===== config.mk =====
export PLATFORM = sky130hd
export DESIGN_NAME = stream_fifo
export DESIGN_NICKNAME = d
export VERILOG_FILES = /design/src/rtl/stream_fifo_pkg.sv /design/src/rtl/stream_fifo_ram.sv /design/src/rtl/stream_fifo.sv
export SDC_FILE = /design/constraint.sdc
export NUM_CORES = 1
export LEC_CHECK = 0
export ABC_AREA = 1
export CAP_MARGIN = 25
export CELL_PAD_IN_SITES_DETAIL_PLACEMENT = 1
export CELL_PAD_IN_SITES_GLOBAL_PLACEMENT = 2
export CORE_AREA = 8 8 182 184
export DETAILED_ROUTE_END_ITERATION = 10
export DIE_AREA = 0 0 190 192
export PLACE_DENSITY = 0.78
export SLEW_MARGIN = 20
export SYNTH_ARGS = -nofsm -noshare
export SYNTH_HDL_FRONTEND = slang
export SYNTH_SLANG_ARGS = --single-unit

===== constraint.sdc =====
create_clock -name clk_i -period 3.7 [get_ports clk_i]
set_clock_uncertainty 0.1 [all_clocks]
set_input_delay 0.925 -clock clk_i [delete_from_list [all_inputs] [get_ports clk_i]]
set_output_delay 0.925 -clock clk_i [all_outputs]
set_load 0.01 [all_outputs]

===== src/rtl/stream_fifo_pkg.sv =====
// stream_fifo_pkg
//   Shared definitions for the single-clock stream FIFO family.
//   Holds the drop counter width, the pointer control encoding used by
//   the top level, and a clog2 helper that later FIFO variants reuse.
//   No ports; imported with "import stream_fifo_pkg::*;".

package stream_fifo_pkg;

    // Width of the saturating discarded-write counter.
    localparam int FIFO_DROP_CNT_W = 16;

    // What the pointer logic does on the coming edge when not in reset.
    // Reset is handled directly in the register block.
    typedef enum logic [0:0] {
        CTRL_RUN   = 1'b0,
        CTRL_FLUSH = 1'b1
    } ptr_ctrl_e;

    // Ceiling log2. Returns 0 for values of 0 or 1.
    function automatic int clog2(input int value);
        int result;
        int remaining;
        result    = 0;
        remaining = value - 1;
        while (remaining > 0) begin
            result    = result + 1;
            remaining = remaining >> 1;
        end
        return result;
    endfunction

endpackage


===== src/rtl/stream_fifo_ram.sv =====
// stream_fifo_ram
//   Simple dual-port storage array for stream_fifo: one synchronous
//   write port and one asynchronous read port. Contents are never reset.
// Ports
//   clk_i      : clock, rising edge
//   wr_en_i    : write strobe
//   wr_addr_i  : write address
//   wr_data_i  : write data
//   rd_addr_i  : read address
//   rd_data_o  : read data, combinational from rd_addr_i

module stream_fifo_ram #(
    parameter int ADDR_WIDTH = 5,
    parameter int DATA_WIDTH = 8
) (
    input  logic                  clk_i,
    input  logic                  wr_en_i,
    input  logic [ADDR_WIDTH-1:0] wr_addr_i,
    input  logic [DATA_WIDTH-1:0] wr_data_i,
    input  logic [ADDR_WIDTH-1:0] rd_addr_i,
    output logic [DATA_WIDTH-1:0] rd_data_o
);

    localparam int DEPTH = 2 ** ADDR_WIDTH;

    logic [DATA_WIDTH-1:0] mem_q [DEPTH];

    always_ff @(posedge clk_i) begin
        if (wr_en_i) begin
            mem_q[wr_addr_i] <= wr_data_i;
        end
    end

    // Asynchronous read gives the first-word-fall-through head directly.
    assign rd_data_o = mem_q[rd_addr_i];

endmodule


===== src/rtl/stream_fifo.sv =====
// stream_fifo
//   Single-clock valid/ready stream FIFO with first-word-fall-through
//   output, fill level, almost-full/almost-empty flags, synchronous
//   flush and an optional drop-on-full mode with a saturating drop count.
// Ports
//   clk_i          : clock, rising edge
//   reset_i        : synchronous reset, active-high
//   flush_i        : synchronous empty request, contents discarded
//   in_valid_i     : write data valid
//   in_ready_o     : FIFO accepts a write this cycle
//   in_value_i     : write data
//   out_valid_o    : out_value_o holds the head entry
//   out_ready_i    : consumer takes the head this cycle
//   out_value_o    : head data
//   level_o        : number of stored entries, 0..depth
//   almost_full_o  : level_o >= AFULL_THRESH
//   almost_empty_o : level_o <= AEMPTY_THRESH
//   drop_o         : a write was discarded on the previous edge
//   drop_count_o   : saturating count of discarded writes

module stream_fifo
    import stream_fifo_pkg::*;
#(
    parameter int FIFO_WIDTH    = 5,
    parameter int VALUE_WIDTH   = 8,
    parameter int AFULL_THRESH  = 28,
    parameter int AEMPTY_THRESH = 2,
    parameter bit DROP_ON_FULL  = 1'b0
) (
    input  logic                       clk_i,
    input  logic                       reset_i,
    input  logic                       flush_i,
    input  logic                       in_valid_i,
    output logic                       in_ready_o,
    input  logic [VALUE_WIDTH-1:0]     in_value_i,
    output logic                       out_valid_o,
    input  logic                       out_ready_i,
    output logic [VALUE_WIDTH-1:0]     out_value_o,
    output logic [FIFO_WIDTH:0]        level_o,
    output logic                       almost_full_o,
    output logic                       almost_empty_o,
    output logic                       drop_o,
    output logic [FIFO_DROP_CNT_W-1:0] drop_count_o
);

    localparam int DEPTH = 2 ** FIFO_WIDTH;

    localparam logic [FIFO_WIDTH:0] DEPTH_LVL  = (FIFO_WIDTH + 1)'(DEPTH);
    localparam logic [FIFO_WIDTH:0] AFULL_LVL  = (FIFO_WIDTH + 1)'(AFULL_THRESH);
    localparam logic [FIFO_WIDTH:0] AEMPTY_LVL = (FIFO_WIDTH + 1)'(AEMPTY_THRESH);
    localparam logic [FIFO_WIDTH:0] PTR_ONE    = (FIFO_WIDTH + 1)'(1);

    localparam logic [FIFO_DROP_CNT_W-1:0] DROP_CNT_MAX = {FIFO_DROP_CNT_W{1'b1}};
    localparam logic [FIFO_DROP_CNT_W-1:0] DROP_CNT_ONE = FIFO_DROP_CNT_W'(1);

    // Parameter legality is rejected at elaboration time.
    if (FIFO_WIDTH < 1 || FIFO_WIDTH > 12) begin : g_bad_width
        $error("stream_fifo: FIFO_WIDTH must be 1..12");
    end
    if (AFULL_THRESH < 1 || AFULL_THRESH > DEPTH) begin : g_bad_afull
        $error("stream_fifo: AFULL_THRESH must be 1..depth");
    end
    if (AEMPTY_THRESH < 0 || AEMPTY_THRESH > DEPTH - 1) begin : g_bad_aempty
        $error("stream_fifo: AEMPTY_THRESH must be 0..depth-1");
    end

    logic [FIFO_WIDTH:0]          wr_ptr_q, wr_ptr_d;
    logic [FIFO_WIDTH:0]          rd_ptr_q, rd_ptr_d;
    logic                         drop_q, drop_d;
    logic [FIFO_DROP_CNT_W-1:0]   drop_count_q, drop_count_d;

    logic [FIFO_WIDTH:0]          level;
    logic                         empty;
    logic                         full;
    logic                         push;
    logic                         pop;
    logic                         drop_event;
    logic                         ram_wr_en;
    ptr_ctrl_e                    ptr_ctrl;

    // Status comes only from the registered pointers, so there is no
    // combinational path from the input side to the output side.
    assign level = wr_ptr_q - rd_ptr_q;
    assign empty = (level == '0);
    assign full  = (level == DEPTH_LVL);

    // In drop mode the producer is never stalled; a write arriving while
    // full is discarded instead. Fullness is judged before any pop of the
    // same cycle, so such a write is dropped even if a slot frees up.
    assign push       = in_valid_i & ~full;
    assign pop        = ~empty & out_ready_i;
    assign drop_event = DROP_ON_FULL & in_valid_i & full;

    assign ptr_ctrl  = flush_i ? CTRL_FLUSH : CTRL_RUN;
    assign ram_wr_en = push & ~flush_i & ~reset_i;

    // Next-state for pointers and drop tracking. A flush empties the FIFO,
    // ignores any same-cycle push or pop, clears the drop pulse but leaves
    // the drop count untouched.
    always_comb begin
        wr_ptr_d     = wr_ptr_q;
        rd_ptr_d     = rd_ptr_q;
        drop_d       = 1'b0;
        drop_count_d = drop_count_q;
        unique case (ptr_ctrl)
            CTRL_FLUSH: begin
                wr_ptr_d = '0;
                rd_ptr_d = '0;
            end
            default: begin
                if (push) begin
                    wr_ptr_d = wr_ptr_q + PTR_ONE;
                end
                if (pop) begin
                    rd_ptr_d = rd_ptr_q + PTR_ONE;
                end
                drop_d = drop_event;
                if (drop_event && (drop_count_q != DROP_CNT_MAX)) begin
                    drop_count_d = drop_count_q + DROP_CNT_ONE;
                end
            end
        endcase
    end

    // State registers; reset has priority over everything else.
    always_ff @(posedge clk_i) begin
        if (reset_i) begin
            wr_ptr_q     <= '0;
            rd_ptr_q     <= '0;
            drop_q       <= 1'b0;
            drop_count_q <= '0;
        end else begin
            wr_ptr_q     <= wr_ptr_d;
            rd_ptr_q     <= rd_ptr_d;
            drop_q       <= drop_d;
            drop_count_q <= drop_count_d;
        end
    end

    stream_fifo_ram #(
        .ADDR_WIDTH (FIFO_WIDTH),
        .DATA_WIDTH (VALUE_WIDTH)
    ) u_ram (
        .clk_i     (clk_i),
        .wr_en_i   (ram_wr_en),
        .wr_addr_i (wr_ptr_q[FIFO_WIDTH-1:0]),
        .wr_data_i (in_value_i),
        .rd_addr_i (rd_ptr_q[FIFO_WIDTH-1:0]),
        .rd_data_o (out_value_o)
    );

    assign in_ready_o     = DROP_ON_FULL ? 1'b1 : ~full;
    assign out_valid_o    = ~empty;
    assign level_o        = level;
    assign almost_full_o  = (level >= AFULL_LVL);
    assign almost_empty_o = (level <= AEMPTY_LVL);
    assign drop_o         = drop_q;
    assign drop_count_o   = drop_count_q;

endmodule


## After elaboration in Yosys (flattened, before gate mapping)

Memories as Yosys holds them, arrays and structs flattened. A register that Yosys moved wholly into a read port is not among the register bits.
Index checks and enable logic that the tools add are counted.

- Memory bits (writable): 256
- Bits of input ports: 13
- Bits in read-only memories: 0
- Latch bits: 0
- Memories kept: 1
- Flip-flop bits (word level): 12
- Output and inout port bits: 35
- Word-level logic and storage cells: 24

Memory list:

| name | depth | width | rd ports | clocked after memory_dff | wr ports | line | RTL |
|---|---|---|---|---|---|---|---|
| u_ram.mem_q | 32 | 8 | 1 | 1 | 1 | stream_fifo_ram.sv:26 | `logic [DATA_WIDTH-1:0] mem_q [DEPTH];` |

- Muxes and demuxes: 5
- Reduce and logical (&&, ||, !) cells: 2
- Eq/ne operators: 1
- Div/mod/pow operators: 0
- $lt $le $gt $ge: 2
- Multipliers: 0
- Bitwise logic cells: 8
- Add/subtract/negate cells: 3
- Shift operators: 0

Operators with widths:

| kind | count |
|---|---|
| 6-bit by 1-bit adder with 6-bit output (second input constant) | 2 |
| 5-bit two-way mux | 2 |
| 6-bit == test (second input constant) | 1 |
| 6-bit by 5-bit >= comparator with 1-bit output (second input constant) | 1 |
| 6-bit by 2-bit <= comparator with 1-bit output (second input constant) | 1 |
| 6-bit logical NOT | 1 |
| 6-bit subtractor | 1 |
| 1-bit AND | 4 |
| 1-bit inverter | 4 |
| 1-bit two-way mux | 3 |
| 2-bit OR reduction | 1 |

## Depth between registers and ports, before layout

- Word-level depth: 8
- Gate-level depth with buffers: 14
- Gate-level depth less buffers: 13

## Cells and area by module

A second synthesis with hierarchy kept.

- Cells, all modules: 1076
- Area total of the unflattened synthesis: 11732.5 um^2

Modules (own cells, without submodules):

| module | instances | cells an instance | seq. area each (um^2) | area an instance (um^2) |
|---|---|---|---|---|
| stream_fifo_ram | 1 | 914 | 7687.4 | 10626.4 |
| stream_fifo | 1 | 162 | 240.2 | 1106.1 |

## Least setup slack after synthesis

Ideal clock, no wire load.

- Kind: register -> output
- Start point: register wr_ptr_q[0]
- End point: output port almost_empty_o
- Path buffers: 0
- Cell stages (with the launch flop): 9
- Data required time: 2.675 ns
- Arrival: 1.881 ns
- Path slack: 0.794 ns
- Path through: dfxtp_1 > inv_1 > ha_1 > fa_1 > inv_1 > nand3_1 > nand3_1 > nand2_1 > nor4_1

- Longest elaborated chain between the ends: 2

RTL lines:

| item | line | RTL |
|---|---|---|
| from (decl) | stream_fifo.sv:67 | `logic [FIFO_WIDTH:0] wr_ptr_q, wr_ptr_d;` |
| from (signal assigned) | stream_fifo.sv:133 | `wr_ptr_q <= wr_ptr_d;` |
| 6-bit subtractor | stream_fifo.sv:83 | `assign level = wr_ptr_q - rd_ptr_q;` |
| net level_o[4] | stream_fifo.sv:39 | `output logic [FIFO_WIDTH:0] level_o,` |
| 6-bit by 2-bit <= comparator with 1-bit output | stream_fifo.sv:156 | `assign almost_empty_o = (level <= AEMPTY_LVL);` |
| to (decl) | stream_fifo.sv:41 | `output logic almost_empty_o,` |

The timed path passes the listed nets, and every way through them passes these cells.

==> results_dict.tcl <==
set metrics [dict create \
    status "finished, final reports clean" \
    vias 8217 \
    worst_slew_margin_rel_pct 31.9 \
    clk_path_buf_depth 3 \
    r2r-start "wr_ptr_q[0]" \
    fillers 3226 \
    wl_per_cell_um 21.7 \
    syn-instance-count 1098 \
    numCtsBuffers 30 \
    cp_max_fo 25 \
    synth_cell_types 29 \
    die_area_um2 36500 \
    synth_area_leaders "edfxtp_1 65%, nand2_1 10%, nand3_1 3.5%" \
    drive_gt1_share_pct 11.6 \
    tns_ns 0 \
    dp.cells 1493 \
    criticalPathCategory "register to output pin" \
    cts_tree "done" \
    fin_crit_sh_pct 99.3 \
    p_leak_nw 5.20 \
    place.gp.congestion 0.782 \
    crit_arrival_ns 2.65 \
    die_w_um 190 \
    dp_hpwl_um 20300 \
    cts_max_level 1 \
    clkSlewWorstSetupHoldPaths_ns 0.06 \
    first_pass_iters 5 \
    clk_latency_ns 0.55 \
    synth-seq-area-share_pct 67.6 \
    finalHoldViolCount 0 \
    min_to "rd_ptr_q[5]" \
    ios 48 \
    drt_iter0_markers 498 \
    worstPathRequired_ns 2.67 \
    period_needed_ns 3.67 \
    hold_start "rd_ptr_q[5]" \
    io_buffers 30 \
    routed_wl_um 34100 \
    fin_ws_ns 0.0252 \
    ff2ff_setup_slack_ns 0.31 \
    synthFlopType "edfxtp_1" \
    fmax_ghz 0.272 \
    grt_pass1_vias 8560 \
    critPathCaptureType "output pin" \
    async_flop_share_pct 0 \
    track_usage_pct 17.9 \
    via_per_inst 5.24 \
    syn_to_final_growth_pct 17.9 \
    ir_drop_mv 0.337 \
    fin_cells 1567 \
    synth_seq_cells 273 \
    grt_pass1_wl_um 50300 \
    crit_path_start_kind "register" \
    finalSetupViolCount 0 \
    cts_root_buf "clkbuf_16" \
    powerDensity_nw_per_um2 510 \
    post-route-drc-count 0 \
    slew_violations 0 \
    ant_nets 0 \
    placed_cell_area_um2 12600 \
    core-area_um2 30200 \
    syn_area_per_cell_um2 10.8 \
    die_y_um 192 \
    row_count 64 \
    dp_slack_ns 0.167 \
    antenna_found_initial 0 \
    hold_class "register to register" \
    synth_top_area_cell "edfxtp_1" \
    r2r_cells 13 \
    finalInstanceArea_um2 14000 \
    yosys_warnings 0 \
    tightest_slew_ns 1.02 \
    grt_remaining_overflow 0 \
    rr_endpoint "u_ram.mem_q[10][3]" \
    antennaDiodeCount 0 \
    final_core_util_pct 46.4 \
    fin_nets 1171 \
    initial_core_util_pct 39.3 \
    hold_path_depth 2 \
    synth_enable_flop_cells 256 \
    synth.top_cell.area_share_pct 64.7 \
    max-cap-violations 0 \
    syn_area_um2 11900 \
    rsz0062_at_grt "true" \
    ctsHoldBuffers 0 \
    numClockSinks 273 \
    grt_max_degree 60 \
]
-- registers in the layout, summed over array words and instances, names as in the netlist, named ones only --
register / cells
wr_ptr_q: 6
u_ram.mem_q: 256
rd_ptr_q: 6
-- logic make-up after synthesis --
kind of cell | share of synthesized area [%]
buf+inv | 4.94
fa+ha+maj | 1.22
other cells | 0.0316
flops | 67.6
compound gates | 6.70
simple gates | 19.4
xor+xnor | 0.148
-- synth_stat cells (all sizes together) (2+ instances only) --
master  number
o21ai       32
nand2      335
clkbuf      27
dfxtp       17
a21oi       79
inv         37
nand3       86
edfxtp     256
ha          10
xor2         2
o31ai       32
buf         55
nor2       120
nor3         5
-- cell usage in the layout, fill, tap and decap left out, drive strengths merged --
cell / synthesis / layout
a21oi: 79 / 79
buf: 55 / 48
bufbuf: 0 / 1
bufinv: 0 / 1
clkbuf: 27 / 55
clkdlybuf4s50: 0 / 18
clkinv: 0 / 5
clkinvlp: 0 / 2
conb: 1 / 17
dfxtp: 17 / 17
dlygate4sd2: 0 / 5
dlymetal6s2s: 0 / 5
edfxtp: 256 / 256
fa: 1 / 1
ha: 10 / 10
inv: 37 / 36
nand2: 335 / 335
nand3: 86 / 86
nand3b: 1 / 1
nand4: 1 / 1
nor2: 120 / 120
nor3: 5 / 5
nor4: 1 / 1
o21ai: 32 / 32
o31ai: 32 / 32
xor2: 2 / 2
-- critical path: stages, from the launching register on --
cell and delay [ns]:
dfxtp_4 0.50, buf_4 0.19, clkbuf_16 0.21, nand2_1 0.07, nand3_1 0.09, nand2_1 0.05
a21oi_1 0.14, o31ai_1 0.09, nand2_1 0.09, nand2_1 0.05, nand2_1 0.08, clkdlybuf4s50_1 0.54
-- final cells by class --
| cell class | instances | area [µm²] | share of cell area, % |
|---|---|---|---|
| Inverter | 37 | 155 | 1.11 |
| Multi-Input combinational cell | 722 | 3420 | 24.4 |
| Sequential cell | 273 | 8040 | 57.4 |
| Clock buffer | 49 | 873 | 6.24 |
| Timing Repair Buffer | 83 | 955 | 6.82 |
| Tap cell | 396 | 495 | 3.54 |
| Clock inverter | 7 | 60.1 | 0.429 |
-- timing repair --
item,in CTS,in global routing
gates cloned,1,4
endpoints found under the setup margin,12,8
pin swaps,1,2
gates resized for setup,24,29
setup buffers,8,5
-- metrics by stage --
stage          total power (W)  hold WS (ns)
3_3_place_gp           0.00428         0.405
6_report               0.00714         0.432
5_1_grt                0.00738         0.462
3_5_place_dp           0.00428         0.423
2_1_floorplan          0.00393         0.385
4_1_cts                0.00714         0.430
-- worst max-delay path by stage --
stage / startpoint / endpoint / slack (ns) / depth (start not counted)
2_1_floorplan: wr_ptr_q[0] / almost_empty_o / 0.79 / 8
3_3_place_gp: wr_ptr_q[0] / u_ram.mem_q[10][2] / 0.23 / 12
3_5_place_dp: wr_ptr_q[0] / u_ram.mem_q[10][2] / 0.17 / 12
4_1_cts: register / out_value_o[3] / -0.08 / 10
5_1_grt: register / out_value_o[3] / -0.11 / 10
6_report: register / out_value_o[3] / 0.03 / 11
-- per-layer routing --
metal	global-route usage (%)	part of all wire (%)
met1	23.4	44
met2	30.6	49
met3	2.31	4.3
met4	5.20	2.2
met5	0	0
-- power breakdown --
| part | leakage, nW | total (W) | internal [W] | switching [W] |
|---|---|---|---|---|
| clock network | 0.450 | 0.00284 | 0.00167 | 0.00117 |
| logic | 2.31 | 0.000903 | 0.000328 | 0.000575 |
| registers | 2.44 | 0.00341 | 0.00339 | 0.0000202 |
No activity file was read; power rests on OpenSTA's default activity.
